## src/rtl/types_pkg.sv

```systemverilog
// Shared types and constants for the rename stage.
//   decode_data : decoded instruction arriving from the frontend
//   rename_data : renamed instruction handed to dispatch
//   NUM_PREGS / PREG_W : physical register file size and tag width
//   OPC_*       : RV32 major opcodes used to classify instructions
package types_pkg;

  localparam int unsigned NUM_PREGS = 64;
  localparam int unsigned PREG_W    = 6;
  localparam int unsigned NUM_AREGS = 32;
  localparam int unsigned FL_DEPTH  = 32;
  localparam int unsigned FL_PTR_W  = 6;

  localparam logic [6:0] OPC_LUI    = 7'b0110111;
  localparam logic [6:0] OPC_AUIPC  = 7'b0010111;
  localparam logic [6:0] OPC_JAL    = 7'b1101111;
  localparam logic [6:0] OPC_JALR   = 7'b1100111;
  localparam logic [6:0] OPC_BRANCH = 7'b1100011;
  localparam logic [6:0] OPC_LOAD   = 7'b0000011;
  localparam logic [6:0] OPC_STORE  = 7'b0100011;
  localparam logic [6:0] OPC_OPIMM  = 7'b0010011;
  localparam logic [6:0] OPC_OP     = 7'b0110011;
  localparam logic [6:0] OPC_FENCE  = 7'b0001111;
  localparam logic [6:0] OPC_SYSTEM = 7'b1110011;

  typedef logic [PREG_W-1:0] preg_t;
  typedef logic [4:0]        areg_t;

  typedef struct packed {
    logic [31:0] pc;
    logic [6:0]  opcode;
    areg_t       rs1;
    areg_t       rs2;
    areg_t       rd;
    logic [31:0] imm;
    logic [2:0]  funct3;
    logic [6:0]  funct7;
  } decode_data;

  typedef struct packed {
    logic [31:0] pc;
    logic [6:0]  opcode;
    preg_t       prs1;
    preg_t       prs2;
    preg_t       prd;
    preg_t       old_prd;
    logic        has_rd;
    areg_t       rs1;
    areg_t       rs2;
    areg_t       rd;
    logic [31:0] imm;
    logic [2:0]  funct3;
    logic [6:0]  funct7;
  } rename_data;

  // Opcodes whose instructions write an architectural destination.
  function automatic logic writes_rd(input logic [6:0] op);
    logic w;
    case (op)
      OPC_LUI, OPC_AUIPC, OPC_JAL, OPC_JALR,
      OPC_LOAD, OPC_OPIMM, OPC_OP, OPC_SYSTEM: w = 1'b1;
      default:                                 w = 1'b0;
    endcase
    return w;
  endfunction

  // Control-flow instructions that need a map checkpoint.
  function automatic logic is_branch_op(input logic [6:0] op);
    return (op == OPC_BRANCH) || (op == OPC_JAL) || (op == OPC_JALR);
  endfunction

endpackage

```

## src/rtl/free_list.sv

```systemverilog
// Circular FIFO of free physical register tags.
//   pop_i/head_preg_o   : allocate the tag at head
//   push_i/push_preg_i  : return a retired tag at tail
//   restore_i/restore_head_i : rewind head to a checkpointed value
//   head_o, count_o     : head pointer (with wrap bit) and tail - head
module free_list
  import types_pkg::*;
(
  input  logic                clk,
  input  logic                rst_ni,
  input  logic                pop_i,
  input  logic                push_i,
  input  preg_t               push_preg_i,
  input  logic                restore_i,
  input  logic [FL_PTR_W-1:0] restore_head_i,
  output preg_t               head_preg_o,
  output logic [FL_PTR_W-1:0] head_o,
  output logic [FL_PTR_W-1:0] count_o
);

  preg_t               slots_q [FL_DEPTH];
  logic [FL_PTR_W-1:0] head_q, head_d;
  logic [FL_PTR_W-1:0] tail_q, tail_d;

  always_comb begin
    head_d = head_q;
    if (restore_i) begin
      head_d = restore_head_i;
    end else if (pop_i) begin
      head_d = head_q + FL_PTR_W'(1);
    end
  end

  // Tail is never rewound: returned tags stay free across a flush.
  always_comb begin
    tail_d = tail_q;
    if (push_i) begin
      tail_d = tail_q + FL_PTR_W'(1);
    end
  end

  always_ff @(posedge clk or negedge rst_ni) begin
    if (!rst_ni) begin
      for (int unsigned i = 0; i < FL_DEPTH; i++) begin
        slots_q[i] <= preg_t'(FL_DEPTH + i);
      end
      head_q <= '0;
      tail_q <= FL_PTR_W'(FL_DEPTH);
    end else begin
      head_q <= head_d;
      tail_q <= tail_d;
      if (push_i) begin
        slots_q[tail_q[FL_PTR_W-2:0]] <= push_preg_i;
      end
    end
  end

  assign head_preg_o = slots_q[head_q[FL_PTR_W-2:0]];
  assign head_o      = head_q;
  assign count_o     = tail_q - head_q;

endmodule

```

## src/rtl/rename.sv

```systemverilog
// Register rename stage: maps architectural to physical registers,
// allocates destinations from the free list and keeps one branch
// checkpoint of the map table and free-list head.
//   valid_in/data_in/ready_out    : decoded instruction from frontend
//   valid_out/data_out/ready_in   : renamed instruction to dispatch
//   mispredict/branch_resolved    : checkpoint restore / release
//   commit_valid/commit_preg      : retired tag returned to free list
module rename
  import types_pkg::*;
(
  input  logic       clk,
  input  logic       reset,
  input  logic       valid_in,
  input  decode_data data_in,
  output logic       ready_out,
  output logic       valid_out,
  output rename_data data_out,
  input  logic       ready_in,
  input  logic       mispredict,
  input  logic       branch_resolved,
  input  logic       commit_valid,
  input  preg_t      commit_preg
);

  preg_t               map_q      [NUM_AREGS];
  preg_t               map_d      [NUM_AREGS];
  preg_t               ckpt_map_q [NUM_AREGS];
  preg_t               ckpt_map_d [NUM_AREGS];
  logic [FL_PTR_W-1:0] ckpt_head_q, ckpt_head_d;
  logic                ckpt_valid_q, ckpt_valid_d;
  logic                valid_q, valid_d;
  rename_data          data_q, data_d;

  logic                needs_rd;
  logic                is_branch;
  logic                transfer;
  logic                alloc;
  logic                restore;
  preg_t               fl_head_preg;
  logic [FL_PTR_W-1:0] fl_head;
  logic [FL_PTR_W-1:0] fl_count;

  assign needs_rd  = (data_in.rd != '0) && writes_rd(data_in.opcode);
  assign is_branch = is_branch_op(data_in.opcode);

  // A commit this cycle is not visible in fl_count, so an empty free list
  // stalls even when a tag is being returned.
  assign ready_out = !mispredict && (!valid_q || ready_in)
                  && (!needs_rd || fl_count != '0)
                  && (!is_branch || !ckpt_valid_q);

  assign transfer = valid_in && ready_out;
  assign alloc    = transfer && needs_rd;
  assign restore  = mispredict && ckpt_valid_q;

  free_list u_free_list (
    .clk            (clk),
    .rst_ni         (reset),
    .pop_i          (alloc),
    .push_i         (commit_valid),
    .push_preg_i    (commit_preg),
    .restore_i      (restore),
    .restore_head_i (ckpt_head_q),
    .head_preg_o    (fl_head_preg),
    .head_o         (fl_head),
    .count_o        (fl_count)
  );

  always_comb begin
    map_d = map_q;
    if (restore) begin
      map_d = ckpt_map_q;
    end else if (alloc) begin
      map_d[data_in.rd] = fl_head_preg;
    end
  end

  // The checkpoint captures the map including the branch's own write
  // (JAL/JALR), and the head after its allocation.
  always_comb begin
    ckpt_map_d   = ckpt_map_q;
    ckpt_head_d  = ckpt_head_q;
    ckpt_valid_d = ckpt_valid_q;
    if (transfer && is_branch) begin
      ckpt_map_d   = map_d;
      ckpt_head_d  = alloc ? fl_head + FL_PTR_W'(1) : fl_head;
      ckpt_valid_d = 1'b1;
    end else if (mispredict || branch_resolved) begin
      ckpt_valid_d = 1'b0;
    end
  end

  always_comb begin
    valid_d = valid_q;
    data_d  = data_q;
    if (mispredict) begin
      valid_d = 1'b0;
    end else if (transfer) begin
      valid_d        = 1'b1;
      data_d.pc      = data_in.pc;
      data_d.opcode  = data_in.opcode;
      data_d.prs1    = map_q[data_in.rs1];
      data_d.prs2    = map_q[data_in.rs2];
      data_d.prd     = needs_rd ? fl_head_preg : '0;
      data_d.old_prd = map_q[data_in.rd];
      data_d.has_rd  = needs_rd;
      data_d.rs1     = data_in.rs1;
      data_d.rs2     = data_in.rs2;
      data_d.rd      = data_in.rd;
      data_d.imm     = data_in.imm;
      data_d.funct3  = data_in.funct3;
      data_d.funct7  = data_in.funct7;
    end else if (valid_q && ready_in) begin
      valid_d = 1'b0;
    end
  end

  always_ff @(posedge clk or negedge reset) begin
    if (!reset) begin
      for (int unsigned i = 0; i < NUM_AREGS; i++) begin
        map_q[i]      <= preg_t'(i);
        ckpt_map_q[i] <= preg_t'(i);
      end
      ckpt_head_q  <= '0;
      ckpt_valid_q <= 1'b0;
      valid_q      <= 1'b0;
      data_q       <= '0;
    end else begin
      map_q        <= map_d;
      ckpt_map_q   <= ckpt_map_d;
      ckpt_head_q  <= ckpt_head_d;
      ckpt_valid_q <= ckpt_valid_d;
      valid_q      <= valid_d;
      data_q       <= data_d;
    end
  end

  assign valid_out = valid_q;
  assign data_out  = data_q;

endmodule

```

## config.mk

```make
export PLATFORM = sky130hd
export DESIGN_NAME = rename
export DESIGN_NICKNAME = d
export VERILOG_FILES = /design/src/rtl/types_pkg.sv /design/src/rtl/free_list.sv /design/src/rtl/rename.sv
export SDC_FILE = /design/constraint.sdc
export NUM_CORES = 1
export LEC_CHECK = 0
export ABC_AREA = 0
export BUFFER_PORTS_ARGS = -buffer_cell sky130_fd_sc_hd__buf_4
export CAP_MARGIN = 0
export CORE_MARGIN = 1
export CORE_UTILIZATION = 57
export DETAILED_ROUTE_END_ITERATION = 6
export MAX_ROUTING_LAYER = met4
export PLACE_DENSITY = 0.75
export SYNTH_ARGS = -nofsm -noshare
export SYNTH_HDL_FRONTEND = slang
export SYNTH_SLANG_ARGS = --single-unit
```

## constraint.sdc

```tcl
create_clock -name clk -period 7.9 [get_ports clk]
set_clock_uncertainty 0.05 [all_clocks]
set_input_delay 0 -clock clk [delete_from_list [all_inputs] [get_ports clk]]
set_output_delay 0 -clock clk [all_outputs]
set_load 0.05 [all_outputs]
```

# Yosys cells after proc, flatten, opt, wreduce, memory -nomap -nowiden
# Cells that the tools add are included.
# word_totals
out_inout_bits	123
reg_bits	717
word_cells	196
# op_classes
bitwise	6
n_eq_ne	9
n_addsub	3
order_cmp	7
n_reduce_logical	28
mux	29
# ops
op	n
$bwmux 192	2
$mux 192	2
$bmux 6 s5	4
$mux 6	13
$demux 6 s5	2
$ge 6x6->1 const B	5
$not 5->6	5
$eq 7x7->1 const B	4
$eq 7x5->1 const B	2
$eq 7x6->1 const B	2
$add 6x1->6 const B	2
$lt 6x1->1 const B	2
$logic_and 1x1->1	11
$reduce_or 8->1	1
$eq 7x2->1 const B	1
$logic_or 1x1->1	6
$mux 1	6
$reduce_bool 6->1	1
$sub 6x6->6	1
$logic_not 1->1	5
$reduce_bool 5->1	1
$reduce_bool 3->1	1
$reduce_and 2->1	1
$reduce_bool 2->1	1
$not 1->1	1

# Longest topological paths before layout
# depth
depth_word	12
depth_mapped	13
mapped_depth_nobuf	8

# By module
# From an unflattened synthesis, not the netlist that was laid out.
# hier_totals
hier_cells	3126
area_unflattened_um2	37433.4
# modules_own_cells
module	n_inst	area_per_inst_um2	seq_area_each_um2	cells_each
rename	1	27620.2	13037.5	2459
free_list	1	9813.2	5246.3	667

# Worst setup path after synthesis
# OpenSTA, ideal clock, no wires.
# synth_path
path_kind	register -> register
start	reg u_free_list.head_q[3] (netlist: u_free_list.head_o[3])
end	reg ckpt_map_q[100] (netlist bit)
synth_period_minus_slack_ps	3243
path_slack_ps	4657
t_arrival_ps	3068
setup_ps	125
n_path_buf	4
path_stages_with_launch	12
path_cell_list	dfrtp_1 > clkbuf_1 > clkinv_1 > ha_1 > or4_1 > a31oi_1 > o211ai_1 > o31a_1 > buf_2 > buf_2 > buf_2 > mux2_4
# synth_via
elab_chain_len	9
# synth_rtl
element	line_no	source
from (decl)	free_list.sv:22	logic [FL_PTR_W-1:0] head_q, head_d;
from (signal assigned)	free_list.sv:47	head_q <= '0;
from (signal assigned)	free_list.sv:50	head_q <= head_d;
$sub 6x6->6	free_list.sv:60	assign count_o = tail_q - head_q;
$reduce_bool 6->1	rename.sv:49	&& (!needs_rd || fl_count != '0)
$logic_or 1x1->1	rename.sv:49	
$logic_and 1x1->1	rename.sv:49	
$logic_and 1x1->1	rename.sv:50	&& (!is_branch || !ckpt_valid_q);
$logic_and 1x1->1	rename.sv:52	assign transfer = valid_in && ready_out;
$logic_and 1x1->1	rename.sv:53	assign alloc = transfer && needs_rd;
$mux 192	rename.sv:73	end else if (alloc) begin
$mux 192	rename.sv:71	if (restore) begin
to (signal, indexed assignment)	rename.sv:122	ckpt_map_q[i] <= preg_t'(i);
to (signal assigned)	rename.sv:130	ckpt_map_q <= ckpt_map_d;
to (decl)	rename.sv:27	preg_t ckpt_map_q [NUM_AREGS];
# Parallel ways exist; a longest one is shown, timed or not. The select of a mux whose other input is x is not followed.
# A chain may end at the register's enable or synchronous reset.

==> metrics <==
overall routed net length=101,000 microns; Max-cap violations=0; Die Ht=255 microns; Net Count, Synth=2,765; max-slew violation total from the final report=0; residual DRC count=0; die outline area=65,000 sq um; worst path required time=8.41 ns; proportion of synthesized flip-flops having asynchronous set or reset=1.00; Worst setup endpoint=ckpt_map_q[117]; RSZ-0062 raised after global routing=no; layout cell share with drive strength beyond 1=0.457; number of cells produced by synthesis=2,646; Crit path buffers/inverters=4; 1st-iter DRT viols=2,819; sum of negative setup slack=0 ns; number of antenna violations at the first check in global routing=0; Post-Syn Area per Cell=13.8 sq um; routability congestion estimate=0.966; shortest clock period the worst path allows after layout=4.86 ns; number of cells on the critical path=11; filler cell count=4,457; depth of the worst register-to-register path=11; buffer levels on the longest clock path=3; topmost layer with routed signal wires=met4; average via count per standard cell=6.82; global-route wire length before repair=155,000 microns; TritonCTS clock tree=yes; met2 layer wire length in the routed design=49,900 microns; post-route antenna net violation count=0; IR Drop Worst-Case VDD=0.000236 V; via count of the first global-routing pass=26,200; final setup vio count=0; vias after detailed routing=25,600; Detail Route met3 WL=8360 microns; run status=finished clean; post-layout instance area=42,100 sq um; register bit count reported by yosys=717; CP max FO=80; number of H-tree levels=3; overall overflow remaining after global route=0; Port Buffer Count=231; Crit Path Category=register to register; clock latency of the later-clocked register in the worst-skew pair=0.63 ns; critical path, cell by cell=clkinv_1 > ha_1 > or4_1 > a31oi_1 > o211ai_1 > buf_4 > a31oi_4 > buf_4 > buf_4 > a221o_1 > mux2_4; crit path capture type=register; number of warnings reported in the yosys synthesis log=0; area delta synth->final=15.5%; timing-limited maximum frequency=206 MHz; total number of clock tree sinks=717; Pre-Repair DR Iteration Count=6; row count=92; maximum number of pins on one net before global-route repair=182; number of endpoints with negative hold slack in the final report=0; M1 WL=39,200 microns; commonest register cell after synthesis=sky130_fd_sc_hd__dfrtp_1; delay of the slowest critical-path stage=0.87 ns; kind of launch point of the worst setup path=register; register-to-register setup slack=3.04 ns; beginning of the worst register-to-register path=u_free_list.head_o[3]; drt wl/cell=27.0 microns; Critical Path Slowest Stage Cell=sky130_fd_sc_hd__buf_4; initial standard-cell utilization of the core=0.578; Static Leakage=17.4 nW; placed inst area=38,500 sq um; Crit path arrival time=5.38 ns; clock-pin slew on the worst setup and hold paths=0.06 ns; Top delay family on crit path=buffers and inverters; net total in the final layout=2,959; count of cell types in the netlist=56; horizontal die dimension=255 microns; worst slew margin relative to its limit=0.0941; post-route clock period utilization=0.616; CP most frequent cell=sky130_fd_sc_hd__buf_4; worst flop-to-flop path endpoint=ckpt_map_q[117]; most common cell after layout, fill and taps aside=sky130_fd_sc_hd__dfrtp_1; core outline area=63,100 sq um; post-synthesis instance area=36,400 sq um; dpl hpwl=63,400 microns; sequential area share after synthesis=0.502; number of primary I/O pins=232; number of synthesized flops with an enable pin=0; timing startpoint of the critical path=u_free_list.head_o[3]; slew at the pin closest to its max-slew limit=1.35 ns; classification of the worst-slack hold path=input pin to async pin; clock root buffer=sky130_fd_sc_hd__clkbuf_16; commonest non-fill, non-tap cells in the layout=sky130_fd_sc_hd__dfrtp_1, sky130_fd_sc_hd__mux2_2, sky130_fd_sc_hd__dfstp_2; GRT Overall Usage=0.321; power per cell area=273 nW/um^2; TritonCTS Buffers=76
[worst min-delay path by stage]
| stage | endpoint | slack [ns] | depth (start not counted) |
|---|---|---|---|
| floorplan | ckpt_head_q[0] | -0.35 | 0 |
| global placement | ckpt_map_q[184] | 0.02 | 1 |
| detailed placement | map_q[182] | 0.02 | 1 |
| CTS | map_q[169] | 0.07 | 2 |
| global route | ckpt_map_q[82] | 0.09 | 2 |
| finish | ckpt_map_q[82] | 0.07 | 2 |
[Yosys cell counts, types with 14 or more instances]
cell type                  number  area [sq um]
sky130_fd_sc_hd__nand2_1       76           285
sky130_fd_sc_hd__clkbuf_1     146           548
sky130_fd_sc_hd__nand4_1       36           225
sky130_fd_sc_hd__mux2_2       358          4030
sky130_fd_sc_hd__buf_2         51           255
sky130_fd_sc_hd__a221o_1      155          1550
sky130_fd_sc_hd__mux2i_1       59           591
sky130_fd_sc_hd__dfstp_2      273          7170
sky130_fd_sc_hd__a31oi_1       14          87.6
sky130_fd_sc_hd__buf_1         38           143
sky130_fd_sc_hd__a21oi_1      150           751
sky130_fd_sc_hd__mux4_2       191          4300
sky130_fd_sc_hd__dfrtp_1      444         11100
sky130_fd_sc_hd__nor2_1       190           713
sky130_fd_sc_hd__mux2_4        90          1350
sky130_fd_sc_hd__a22o_1       161          1410
sky130_fd_sc_hd__and4_1        33           289
sky130_fd_sc_hd__nand3_1       16          80.1
[metrics by stage]
stage                     instances  hold WS (ns)  worst slack, ns  utilization  power, mW
after global placement         3505        0.0191             3.26        0.611       7.72
after floorplan                2646        -0.346             4.66            -       6.96
after CTS                      3749        0.0705             3.17        0.667       11.5
after detailed placement       3505        0.0234             3.18        0.611       7.86
final                          3750        0.0727             3.04        0.667       11.5
after global routing           3749        0.0905             2.83        0.667       11.9
[registers in the layout, summed over array words and instances, names as in the netlist]
signal,count
u_free_list.head_o,6
ckpt_head_q,6
u_free_list.slots_q,192
ckpt_map_q,192
map_q,192
ckpt_valid_q,1
valid_out,1
u_free_list.tail_q,6
data_out,121
[worst reg2reg max path, stage by stage (launching register included)]
cell	delay, ns
sky130_fd_sc_hd__dfrtp_1	0.48
sky130_fd_sc_hd__clkinv_1	0.34
sky130_fd_sc_hd__ha_1	0.44
sky130_fd_sc_hd__or4_1	0.52
sky130_fd_sc_hd__a31oi_1	0.14
sky130_fd_sc_hd__o211ai_1	0.14
sky130_fd_sc_hd__buf_4	0.27
sky130_fd_sc_hd__a31oi_4	0.16
sky130_fd_sc_hd__buf_4	0.74
sky130_fd_sc_hd__buf_4	0.96
sky130_fd_sc_hd__a221o_1	0.39
sky130_fd_sc_hd__mux2_4	0.16
[per-layer routing]
metal | GRT usage | up-vias
li1 | - | 10700
met1 | 0.422 | 13300
met2 | 0.501 | 1355
met3 | 0.0567 | 262
met4 | 0.120 | 0
met5 | - | -
[power by group]
group          leakage, nW  switching, mW  total [mW]  internal (mW)
clock                 1.24           1.51        3.60           2.09
combinational         8.07           1.65        2.89           1.24
sequential            8.09          0.461        5.01           4.55
total                 17.4           3.61        11.5           7.88
[cell families after synthesis]
family,count (synthesis),share of synthesized area
multiplexers,711,0.291
buffers and inverters,257,0.0312
flip-flops,717,0.502
AO/OA/AOI/OAI,538,0.117
adder cells (fa/ha/maj),10,0.00343
AND/OR/NAND/NOR,402,0.0532
XOR/XNOR,11,0.00264
[area by class of cell]
type | instances | area, sq um | area share
Sequential cell | 717 | 18300 | 0.434
Multi-Input combinational cell | 1672 | 17100 | 0.407
Timing Repair Buffer | 365 | 3090 | 0.0733
Clock buffer | 115 | 2270 | 0.0539
Tap cell | 846 | 1060 | 0.0251
Clock inverter | 26 | 235 | 0.00559
Inverter | 8 | 30.0 | 0.000713
Antenna cell | 1 | 2.50 | 0.0000594
[timing repair]
action                                  in CTS  in global routing
endpoints found under the setup margin       0                  0
endpoints found under the hold margin      393                  0
resized for setup                            0                  0
hold buffers                               103                  0
buffers inserted                             0                  0
No activity file was read; power rests on OpenSTA's default activity.
